`src/rtl/mem_copy_engine.sv`:
```
// rtl/mem_copy_engine.sv - word copy / fill engine driving a single-port data memory
// Outputs are flops loaded from the next-state decode, so no input reaches a port combinationally.
module mem_copy_engine #(
  parameter int ADDR_W = 10,
  parameter int DATA_W = 32
) (
  input  logic              clk,
  input  logic              rst_n,
  input  logic              start,
  input  logic              mode,
  input  logic [ADDR_W-1:0] src_addr,
  input  logic [ADDR_W-1:0] dst_addr,
  input  logic [ADDR_W:0]   len,
  input  logic [DATA_W-1:0] fill_data,
  output logic              busy,
  output logic              done,
  output logic [ADDR_W:0]   words_done,
  output logic              mem_we,
  output logic [ADDR_W-1:0] mem_addr,
  output logic [DATA_W-1:0] mem_wdata,
  input  logic [DATA_W-1:0] mem_rdata
);

  typedef enum logic [2:0] {S_IDLE, S_RD, S_WR, S_FILL, S_DONE} state_t;

  localparam logic [ADDR_W:0]   MAX_LEN = {1'b1, {ADDR_W{1'b0}}};
  localparam logic [ADDR_W:0]   ONE_L   = {{ADDR_W{1'b0}}, 1'b1};
  localparam logic [ADDR_W-1:0] ONE_A   = {{(ADDR_W-1){1'b0}}, 1'b1};

  state_t              state_q, state_d;
  logic [ADDR_W-1:0]   src_q, src_d, dst_q, dst_d;
  logic [DATA_W-1:0]   fill_q, fill_d, data_q, data_d;
  logic [ADDR_W:0]     len_q, len_d, cnt_q, cnt_d;
  logic                busy_q, busy_d, done_q, done_d, we_q, we_d;
  logic [ADDR_W-1:0]   addr_q, addr_d;
  logic [DATA_W-1:0]   wdata_q, wdata_d;
  logic [ADDR_W:0]     eff_len, cnt_inc;

  // Any len with the top bit set is at least 2^ADDR_W, so it saturates there.
  assign eff_len = len[ADDR_W] ? MAX_LEN : len;
  assign cnt_inc = cnt_q + ONE_L;

  always_comb begin
    state_d = state_q;
    src_d   = src_q;
    dst_d   = dst_q;
    fill_d  = fill_q;
    data_d  = data_q;
    len_d   = len_q;
    cnt_d   = cnt_q;
    case (state_q)
      S_IDLE: begin
        if (start) begin
          src_d  = src_addr;
          dst_d  = dst_addr;
          fill_d = fill_data;
          len_d  = eff_len;
          cnt_d  = '0;
          if (eff_len == '0) state_d = S_DONE;
          else if (mode)     state_d = S_FILL;
          else               state_d = S_RD;
        end
      end
      S_RD: begin
        data_d  = mem_rdata;
        state_d = S_WR;
      end
      S_WR: begin
        src_d   = src_q + ONE_A;
        dst_d   = dst_q + ONE_A;
        cnt_d   = cnt_inc;
        state_d = (cnt_inc == len_q) ? S_DONE : S_RD;
      end
      S_FILL: begin
        dst_d   = dst_q + ONE_A;
        cnt_d   = cnt_inc;
        state_d = (cnt_inc == len_q) ? S_DONE : S_FILL;
      end
      S_DONE:  state_d = S_IDLE;
      default: state_d = S_IDLE;
    endcase

    busy_d  = (state_d == S_RD) || (state_d == S_WR) || (state_d == S_FILL);
    done_d  = (state_d == S_DONE);
    we_d    = (state_d == S_WR) || (state_d == S_FILL);
    addr_d  = '0;
    wdata_d = '0;
    case (state_d)
      S_RD:    addr_d = src_d;
      S_WR:    begin addr_d = dst_d; wdata_d = data_d; end
      S_FILL:  begin addr_d = dst_d; wdata_d = fill_d; end
      default: ;
    endcase
  end

  always_ff @(posedge clk or negedge rst_n) begin
    if (!rst_n) begin
      state_q <= S_IDLE;
      src_q   <= '0;
      dst_q   <= '0;
      fill_q  <= '0;
      data_q  <= '0;
      len_q   <= '0;
      cnt_q   <= '0;
      busy_q  <= 1'b0;
      done_q  <= 1'b0;
      we_q    <= 1'b0;
      addr_q  <= '0;
      wdata_q <= '0;
    end else begin
      state_q <= state_d;
      src_q   <= src_d;
      dst_q   <= dst_d;
      fill_q  <= fill_d;
      data_q  <= data_d;
      len_q   <= len_d;
      cnt_q   <= cnt_d;
      busy_q  <= busy_d;
      done_q  <= done_d;
      we_q    <= we_d;
      addr_q  <= addr_d;
      wdata_q <= wdata_d;
    end
  end

  assign busy       = busy_q;
  assign done       = done_q;
  assign words_done = cnt_q;
  assign mem_we     = we_q;
  assign mem_addr   = addr_q;
  assign mem_wdata  = wdata_q;

endmodule

```
`config.mk`:
```
export PLATFORM = sky130hd
export DESIGN_NAME = mem_copy_engine
export DESIGN_NICKNAME = d
export VERILOG_FILES = /design/src/rtl/mem_copy_engine.sv
export SDC_FILE = /design/constraint.sdc
export NUM_CORES = 1
export LEC_CHECK = 0
export CORE_MARGIN = 2
export CORE_UTILIZATION = 26
export CTS_BUF_LIST = sky130_fd_sc_hd__clkbuf_8
export DETAILED_ROUTE_END_ITERATION = 10
export DONT_BUFFER_PORTS = 1
export GPL_TIMING_DRIVEN = 0
export PLACE_DENSITY = 0.46
export SYNTH_ARGS = -nofsm -noshare
export SYNTH_HDL_FRONTEND = slang
export SYNTH_SLANG_ARGS = --single-unit
```
`constraint.sdc`:
```
create_clock -name clk -period 2.2 [get_ports clk]
set_input_delay 0.66 -clock clk [delete_from_list [all_inputs] [get_ports clk]]
set_output_delay 0.66 -clock clk [all_outputs]
set_load 0.05 [all_outputs]
```
* After elaboration in Yosys (flattened, before gate mapping)
Index checks and enable logic that the tools add are counted.
Cells by class: add/sub/neg operators 3, equality and inequality tests 9, mux-type cells 18, reduce and logical (&&, ||, !) cells 10
Operator list (count):
- 32-bit two-way mux | 3
- 32-bit one-hot mux with 2 select lines | 1
- 10-bit one-hot mux with 2 select lines | 3
- 11-bit two-way mux | 2
- 11-bit one-hot mux with 2 select lines | 1
- 10-bit by 1-bit adder with 10-bit output (second input constant) | 2
- 10-bit two-way mux | 2
- 3-bit by 2-bit == test with 1-bit output (second input constant) | 4
- 3-bit two-way mux | 4
- 3-bit one-hot mux with 4 select lines | 1
- 11-bit by 1-bit adder with 11-bit output (second input constant) | 1
- 11-bit == test | 1
- 11-bit zero test | 1
- 3-bit by 1-bit == test with 1-bit output (second input constant) | 2
- 2-bit AND reduction | 2
- 2-bit OR reduction | 2
- 3-bit == test (second input constant) | 1
- 3-bit zero test | 1
- 1-bit logical OR | 3
- 2-bit two-way mux | 1
- 2-bit != test (second input constant) | 1
- 2-bit nonzero test | 1
Word-level totals: bits in registers 154, bits of input ports 99, output and inout bits 56, logic and storage cells 52

* Longest topological paths before layout
Gate-level depths: netlist of the first run.
word-level depth 8, depth in mapped cells 11, gate-level depth less buffers 9

* Worst setup path after synthesis of the first run
Ideal clock, no wire load.
path type flip-flop to flip-flop, start point register cnt_q[0] (netlist: words_done[0]), end point register wdata_q[0] (netlist: mem_wdata[0]), library setup time 0.117 ns, data arrival time 2.568 ns, required time 2.083 ns, path slack -0.485 ns, stages on the path, launching flop included 12, buffers on the path 2, clock period less this slack 2.685 ns, path through dfrtp_1 ha_1 clkbuf_1 and3_1 nand4_1 o311ai_0 or2_1 a41o_1 inv_2 buf_6 nand3_1 nand2_1
Between the ends: cells in the longest elaborated chain, start to end 6, elaborated cells on any way between the ends 8, classes of those cells 1 x add/sub; 3 x eq/ne; 4 x mux
RTL lines:
- from (decl) | line 33 | logic [ADDR_W:0] len_q, len_d, cnt_q, cnt_d;
- from (signal assigned) | line 117 | cnt_q <= cnt_d;
- 11-bit by 1-bit adder with 11-bit output (*) | line 41 | assign cnt_inc = cnt_q + ONE_L;
- 11-bit == test (*) | line 72, 77
- 3-bit two-way mux, on equally long branches | line 77, 72
- 3-bit one-hot mux with 4 select lines (*) | line 51 | case (state_q)
- 3-bit by 2-bit == test with 1-bit output | line 88 | case (state_d)
- 32-bit one-hot mux with 2 select lines (*) | line 88
- net wdata_d[0] | line 36 | logic [DATA_W-1:0] wdata_q, wdata_d;
- to (signal assigned) | line 122 | wdata_q <= wdata_d;
- to (decl) | line 36
The timed path passes the listed nets; every way through them passes the cells marked *. A chain may end at the register's enable or synchronous reset.

* Final worst setup path of the first run
start point register cnt_q[0] (netlist: words_done[0]), end point register wdata_q[4] (netlist: mem_wdata[4])
Same word-level chain as after synthesis.

==> run metrics, run 1 <==
status finished, violations left; failing checks hold timing, setup timing; Yosys reg bits 122; Final setup viols 49; final instance area slightly above 7000 sq um; fin crit period between 2 and 3 ns; FP Rows 54; Yosys warning count 0; most frequent cells in the layout nand2_1 (223), dfrtp_1 (114), nand3_1 (47); leakage power 3.28 nW; sequential cell area 3070 sq um; post-DR wirelength/cell 18.0 um; Slew @ Worst Pin approximately 0.69 ns; CTS Buf Count 17; Tot Pwr between 10 and 15 mW; drt pass-1 iters 5; area added between synthesis and finish 22.6%; EDFF count, synth 0; Max-Cap Viols 0; commonest non-fill, non-tap cell in the layout nand2_1; input/output buffers 0; vias in the first global route roughly 5000; GR Util All Layers 15.6%; die height 153 um; Max VDD drop 0.616 mV; register area share after synthesis 52.9%; CP startpoint kind flop; CP arrival approximately 2.8 ns; mapped cell area 5770 sq um; period utilization 114%; final WL 18.1 mm; Antenna diodes 0; Pwr Density 1700 nW/um^2; global route total overflow 0; RSZ-0062 raised after global routing yes; first-pass GRT wire length 28.3 mm; share of layout cells above drive strength 1 between 15 and 20%; Critical Path RT 2.54 ns; top_reg_cell synth dfrtp_1; Synth cell types 55; Mean Syn Cell Area 8.62 sq um; Fill cells 2314; die area 23400 sq um; dpl cell area 6190 sq um; post-route ant nets 0; worst setup margin -0.304 ns; Clk Latency, worst-skew pair around 0.45 ns; kind of critical path flop to flop; Worst-path clk slew 0.08 ns; Clock Tree Buf Depth 2; worst clock skew 0.0185 ns; Starting Density 26.5%; clock tree from TritonCTS done; CTS Sinks approximately 120; initial antenna violation count 0; Inst Count DP 950; Synthesized Nets 772; initial DRC count 363; Root Buffer clkbuf_8; Nets 813; drt drc 0; Slew Viols, Final 0; crit end category flop; worst min path class input pin to asynchronous set/reset pin; final core utilization 32.4%; WHS -0.0895 ns; routability congestion estimate 0.782; multi-input logic area 2690 sq um; final cell count without fillers between 1000 and 1500; Crit Path Max Fanout 10; IO Pins 155; Post-synth ARST share 100%; vias 4965; htree depth 4; Mapped Cells 670; Final Hold Fails 122; DPL Wire Length 12.5 mm; core area 21800 sq um; Peak Freq 0.399 GHz; relative slew slack about 54%; DR vias/cell around 4.9; Die Width 153 um; largest net degree at the start of global routing 123
sequential cells by signal, summed over array words and instances, names as in the netlist:
signal,count
mem_wdata,32
state_q,3
dst_q,10
len_q,11
mem_we,1
src_q,10
mem_addr,10
words_done,11
done,1
fill_q,32
busy,1
synthesized netlist by cell type, types with 2 or more instances:
| library cell | number | area share, % |
|---|---|---|
| nand3b_1 | 10 | 1.3 |
| dfrtp_1 | 122 | 53 |
| nor4_1 | 3 | 0.33 |
| o211ai_1 | 2 | 0.26 |
| o21ai_0 | 25 | 2.2 |
| o21a_1 | 2 | 0.26 |
| nor3_1 | 8 | 0.69 |
| xnor2_1 | 6 | 0.91 |
| a41o_1 | 2 | 0.35 |
| clkbuf_1 | 30 | 2.0 |
| o22a_1 | 7 | 1.1 |
| xor2_1 | 5 | 0.76 |
| inv_1 | 5 | 0.33 |
| nand3_1 | 56 | 4.9 |
| mux2i_1 | 4 | 0.69 |
| o31ai_1 | 3 | 0.39 |
| o41ai_1 | 3 | 0.46 |
| nand4_1 | 8 | 0.87 |
| o22ai_1 | 18 | 2.0 |
| a31oi_1 | 5 | 0.54 |
| nand2_1 | 227 | 15 |
| nor2b_1 | 6 | 0.65 |
| nor2_1 | 33 | 2.1 |
| buf_1 | 4 | 0.26 |
| and4_1 | 2 | 0.30 |
| and3_1 | 7 | 0.76 |
| nand2b_1 | 3 | 0.33 |
| buf_6 | 4 | 0.78 |
| buf_2 | 5 | 0.43 |
| ha_1 | 3 | 0.65 |
| a21oi_1 | 28 | 2.4 |
final cells by class:
type / instances / share of cell area (%)
buffer: 41 / 3.46
clock buffer: 20 / 3.89
clock inverter: 12 / 2.76
inverter: 6 / 0.424
multi-input combinational: 498 / 38.0
sequential: 122 / 43.3
tap: 280 / 4.95
timing repair buffer: 25 / 3.18
timing repair:
item                                    4_1_cts  5_1_grt
gates resized for setup                      38       31
pin swaps                                     9       10
endpoints found under the setup margin       81       73
hold endpoints to repair                    122      122
buffers inserted                             19        5
cloned                                        1        0
worst max-delay path, cell delays in order, from the launching register on:
cell and delay (ns):
dfrtp_4 0.59, ha_4 0.25, nand3_4 0.10, or4_4 0.51
a21oi_4 0.17, or2_4 0.16, a41o_4 0.26, inv_8 0.06
buf_8 0.14, nand3_1 0.08, nand2_1 0.07
power by group:
part           switching, mW  internal (mW)
logic                   2.74           1.74
clock network          0.983           1.44
registers               1.94           3.19
layer usage:
metal	track usage (%)	wire length, um	vias to the layer above
li1	-	-	2372
met1	21.1	8250	2395
met2	23.0	8150	181
met3	5.93	1460	17
met4	4.76	247	0
met5	0	0	-
cells by family after synthesis:
kind of cell / Yosys count / synth area share, %
AO/OA/AOI/OAI: 108 / 11.9
XOR/XNOR: 11 / 1.67
adder cells (fa/ha/maj): 3 / 0.650
buffers and inverters: 50 / 3.94
flip-flops: 122 / 52.9
multiplexers: 4 / 0.693
AND/OR/NAND/NOR: 372 / 28.3
per-stage QoR:
stage / setup slack [ns] / TNS (ns)
6_report: -0.304 / -12.05
5_1_grt: -0.383 / -15.88
4_1_cts: -0.276 / -10.88
3_5_place_dp: -0.729 / -34.54
3_3_place_gp: -0.747 / -35.30
2_1_floorplan: -0.0954 / -3.55
final timing paths:
| path | startpoint | endpoint | slack, ns | cells past startpoint |
|---|---|---|---|---|
| worst max-delay path | words_done[0] | mem_wdata[4] | -0.30 | 10 |
| worst min-delay path | rst_n | words_done[5] | -0.09 | 0 |
| worst max register to register | words_done[0] | mem_wdata[4] | -0.30 | 10 |
| worst min register to register | fill_q[14] | fill_q[14] | 0.48 | 2 |
| max in group asynchronous | rst_n | words_done[7] | 1.92 | 0 |
| min in group clk | mem_rdata[18] | mem_wdata[18] | 0.31 | 2 |
Note: power is estimated with default switching activity, not from simulation.
==> run 2, diff against run 1 <==
--- a/config.mk
+++ b/config.mk
@@ -8,10 +8,11 @@
 export CORE_MARGIN = 2
 export CORE_UTILIZATION = 26
 export CTS_BUF_LIST = sky130_fd_sc_hd__clkbuf_8
+export CTS_CLUSTER_SIZE = 14
 export DETAILED_ROUTE_END_ITERATION = 10
 export DONT_BUFFER_PORTS = 1
 export GPL_TIMING_DRIVEN = 0
-export PLACE_DENSITY = 0.46
+export PLACE_DENSITY_LB_ADDON = 0.25
 export SYNTH_ARGS = -nofsm -noshare
 export SYNTH_HDL_FRONTEND = slang
 export SYNTH_SLANG_ARGS = --single-unit
==> run 2 against run 1 <==
The run still ends with hold timing, setup timing left. Clock power down 13%. Setup slack worse by 0.091 ns. Critical endpoint is now mem_addr[1]. Combinational power up 6.5%. Largest cell class unchanged. Global-route usage up 0.24 points. Hold slack worse by 0.0057 ns. Sequential power about the same.
==> run metrics, run 2 (synthesis gave the netlist of run 1 again) <==
RSZ-0062 raised after global routing yes; Slew @ Worst Pin 0.699 ns; Clock Tree Buf Depth 2; CP arrival 2.93 ns; Worst-path clk slew 0.09 ns; Peak Freq 0.385 GHz; kind of critical path flop to flop; Critical Path RT 2.53 ns; post-route ant nets 0; status finished, violations left; Root Buffer clkbuf_8; Pwr Density roughly 1700 nW/um^2; core area roughly 22000 sq um; clock tree from TritonCTS done; CP startpoint kind flop; Worst Reg-to-Reg Cells 11; leakage power 3.27 nW; IO Pins 155; area added between synthesis and finish 22.1%; final WL between 15 and 20 mm; GR Util All Layers ~16%; fin crit period 2.60 ns; Die Width roughly 150 um; worst setup path end mem_addr[1]; worst setup margin -0.395 ns; Tot Pwr 12.0 mW; FP Rows 54; CTS Sinks 122; sequential cell area approximately 3100 sq um; die area 23400 sq um; post-DR wirelength/cell 18.1 um; input/output buffers 0; Crit Path Max Fanout 7; Nets 816; Max VDD drop 0.606 mV; routability congestion estimate 0.803; Antenna diodes 0; DR vias/cell between 4 and 5; most frequent cells in the layout nand2_1 (218), dfrtp_1 (114), nand3_1 (46); initial antenna violation count 0; Slew Viols, Final 0; Setup TNS -14.72 ns; WHS -0.0953 ns; global route total overflow 0; initial DRC count between 200 and 300; first-pass GRT wire length about 29 mm; relative slew slack 53.4%; RR Startpoint words_done[0]; R2R Setup Slk -0.40 ns; Final Hold Fails 122; multi-input logic area about 2700 sq um; crit end category flop; drt pass-1 iters 5; period utilization 118%; vias ~5000; Clk Latency, worst-skew pair roughly 0.44 ns; reg2reg end mem_addr[1]; largest net degree at the start of global routing 123; Fill cells about 2300; share of layout cells above drive strength 1 17.7%; failing checks hold timing, setup timing; drt drc 0; DPL Wire Length 12.6 mm; die height 153 um; Final setup viols 46; htree depth 4; CTS Buf Count 17; worst clock skew 0.0121 ns; Starting Density a little over a quarter; Max-Cap Viols 0; vias in the first global route 5047; worst min path class input pin to asynchronous set/reset pin; CP Launch Point words_done[0]; commonest non-fill, non-tap cell in the layout nand2_1
==> run 2: changes by cell type in the layout (fill, tap and decap cells not counted), moves of 2 or more <==
cell       before  now
buf_6          16   10
inv_6           1    7
bufinv_16       5    2
clkbuf_8       21   18
buf_4          15   20
buf_12          0    2
nand2_1       223  218
nand2_2         4    9
==> run 2: worst min path at each step <==
stage,to,depth (start not counted),slack (ns),startpoint
3_3_place_gp,words_done[6],0,0.37,rst_n
3_5_place_dp,dst_q[9],0,0.37,rst_n
4_1_cts,dst_q[9],0,-0.13,rst_n
2_1_floorplan,busy,0,0.36,rst_n
6_report,dst_q[9],0,-0.1,rst_n
5_1_grt,words_done[3],0,-0.14,rst_n
==> run 2: metal layers <==
metal  GRT usage (%)  routed length [um]
met1            21.5                8420
met2            24.0                8240
met4            3.62                 184
met3            5.84                1370
met5               0                   0
==> run 2: worst max-delay path, stage by stage (launching register included) <==
cell	delay, ns
dfrtp_4	0.60
ha_4	0.24
nand3_4	0.09
or4_4	0.51
a21oi_2	0.15
or2_1	0.14
a41o_1	0.27
inv_4	0.11
buf_6	0.14
buf_6	0.12
nand2_1	0.05
nand2_1	0.06
==> run 2: cell type report <==
type                    count  share of cell area (%)
flip-flops and latches    122                    43.5
multi-input cells         498                    38.1
well taps                 280                    4.97
repair buffers             27                    3.78
plain buffers              42                    3.65
clock buffers              17                    3.32
clock inverters            15                    2.34
inverters                   6                   0.355
==> run 2: power breakdown <==
part	switching, mW	total, mW	leakage, nW	internal (mW)
combinational	2.83	4.77	1.56	1.94
sequential	1.94	5.13	1.52	3.19
clock	1.07	2.10	0.196	1.03
==> run 2: what timing repair did <==
item	in CTS	in global routing
pin swaps	25	7
cloned	2	0
endpoints found under the hold margin	122	122
gates resized for setup	46	26
setup endpoints to repair	87	80
setup buffers	19	6
==> run 2: metrics by stage <==
step,hold slack (ns),setup slack (ns),instance area (sq um),util (%),cells
global placement,0.369,-0.812,6190,28.4,950
global route,-0.136,-0.501,7050,32.3,1007
detailed placement,0.371,-0.785,6190,28.4,950
finish,-0.0953,-0.395,7050,32.3,1007
CTS,-0.133,-0.374,6940,31.8,1002
floorplan,0.364,-0.0954,5840,-,670
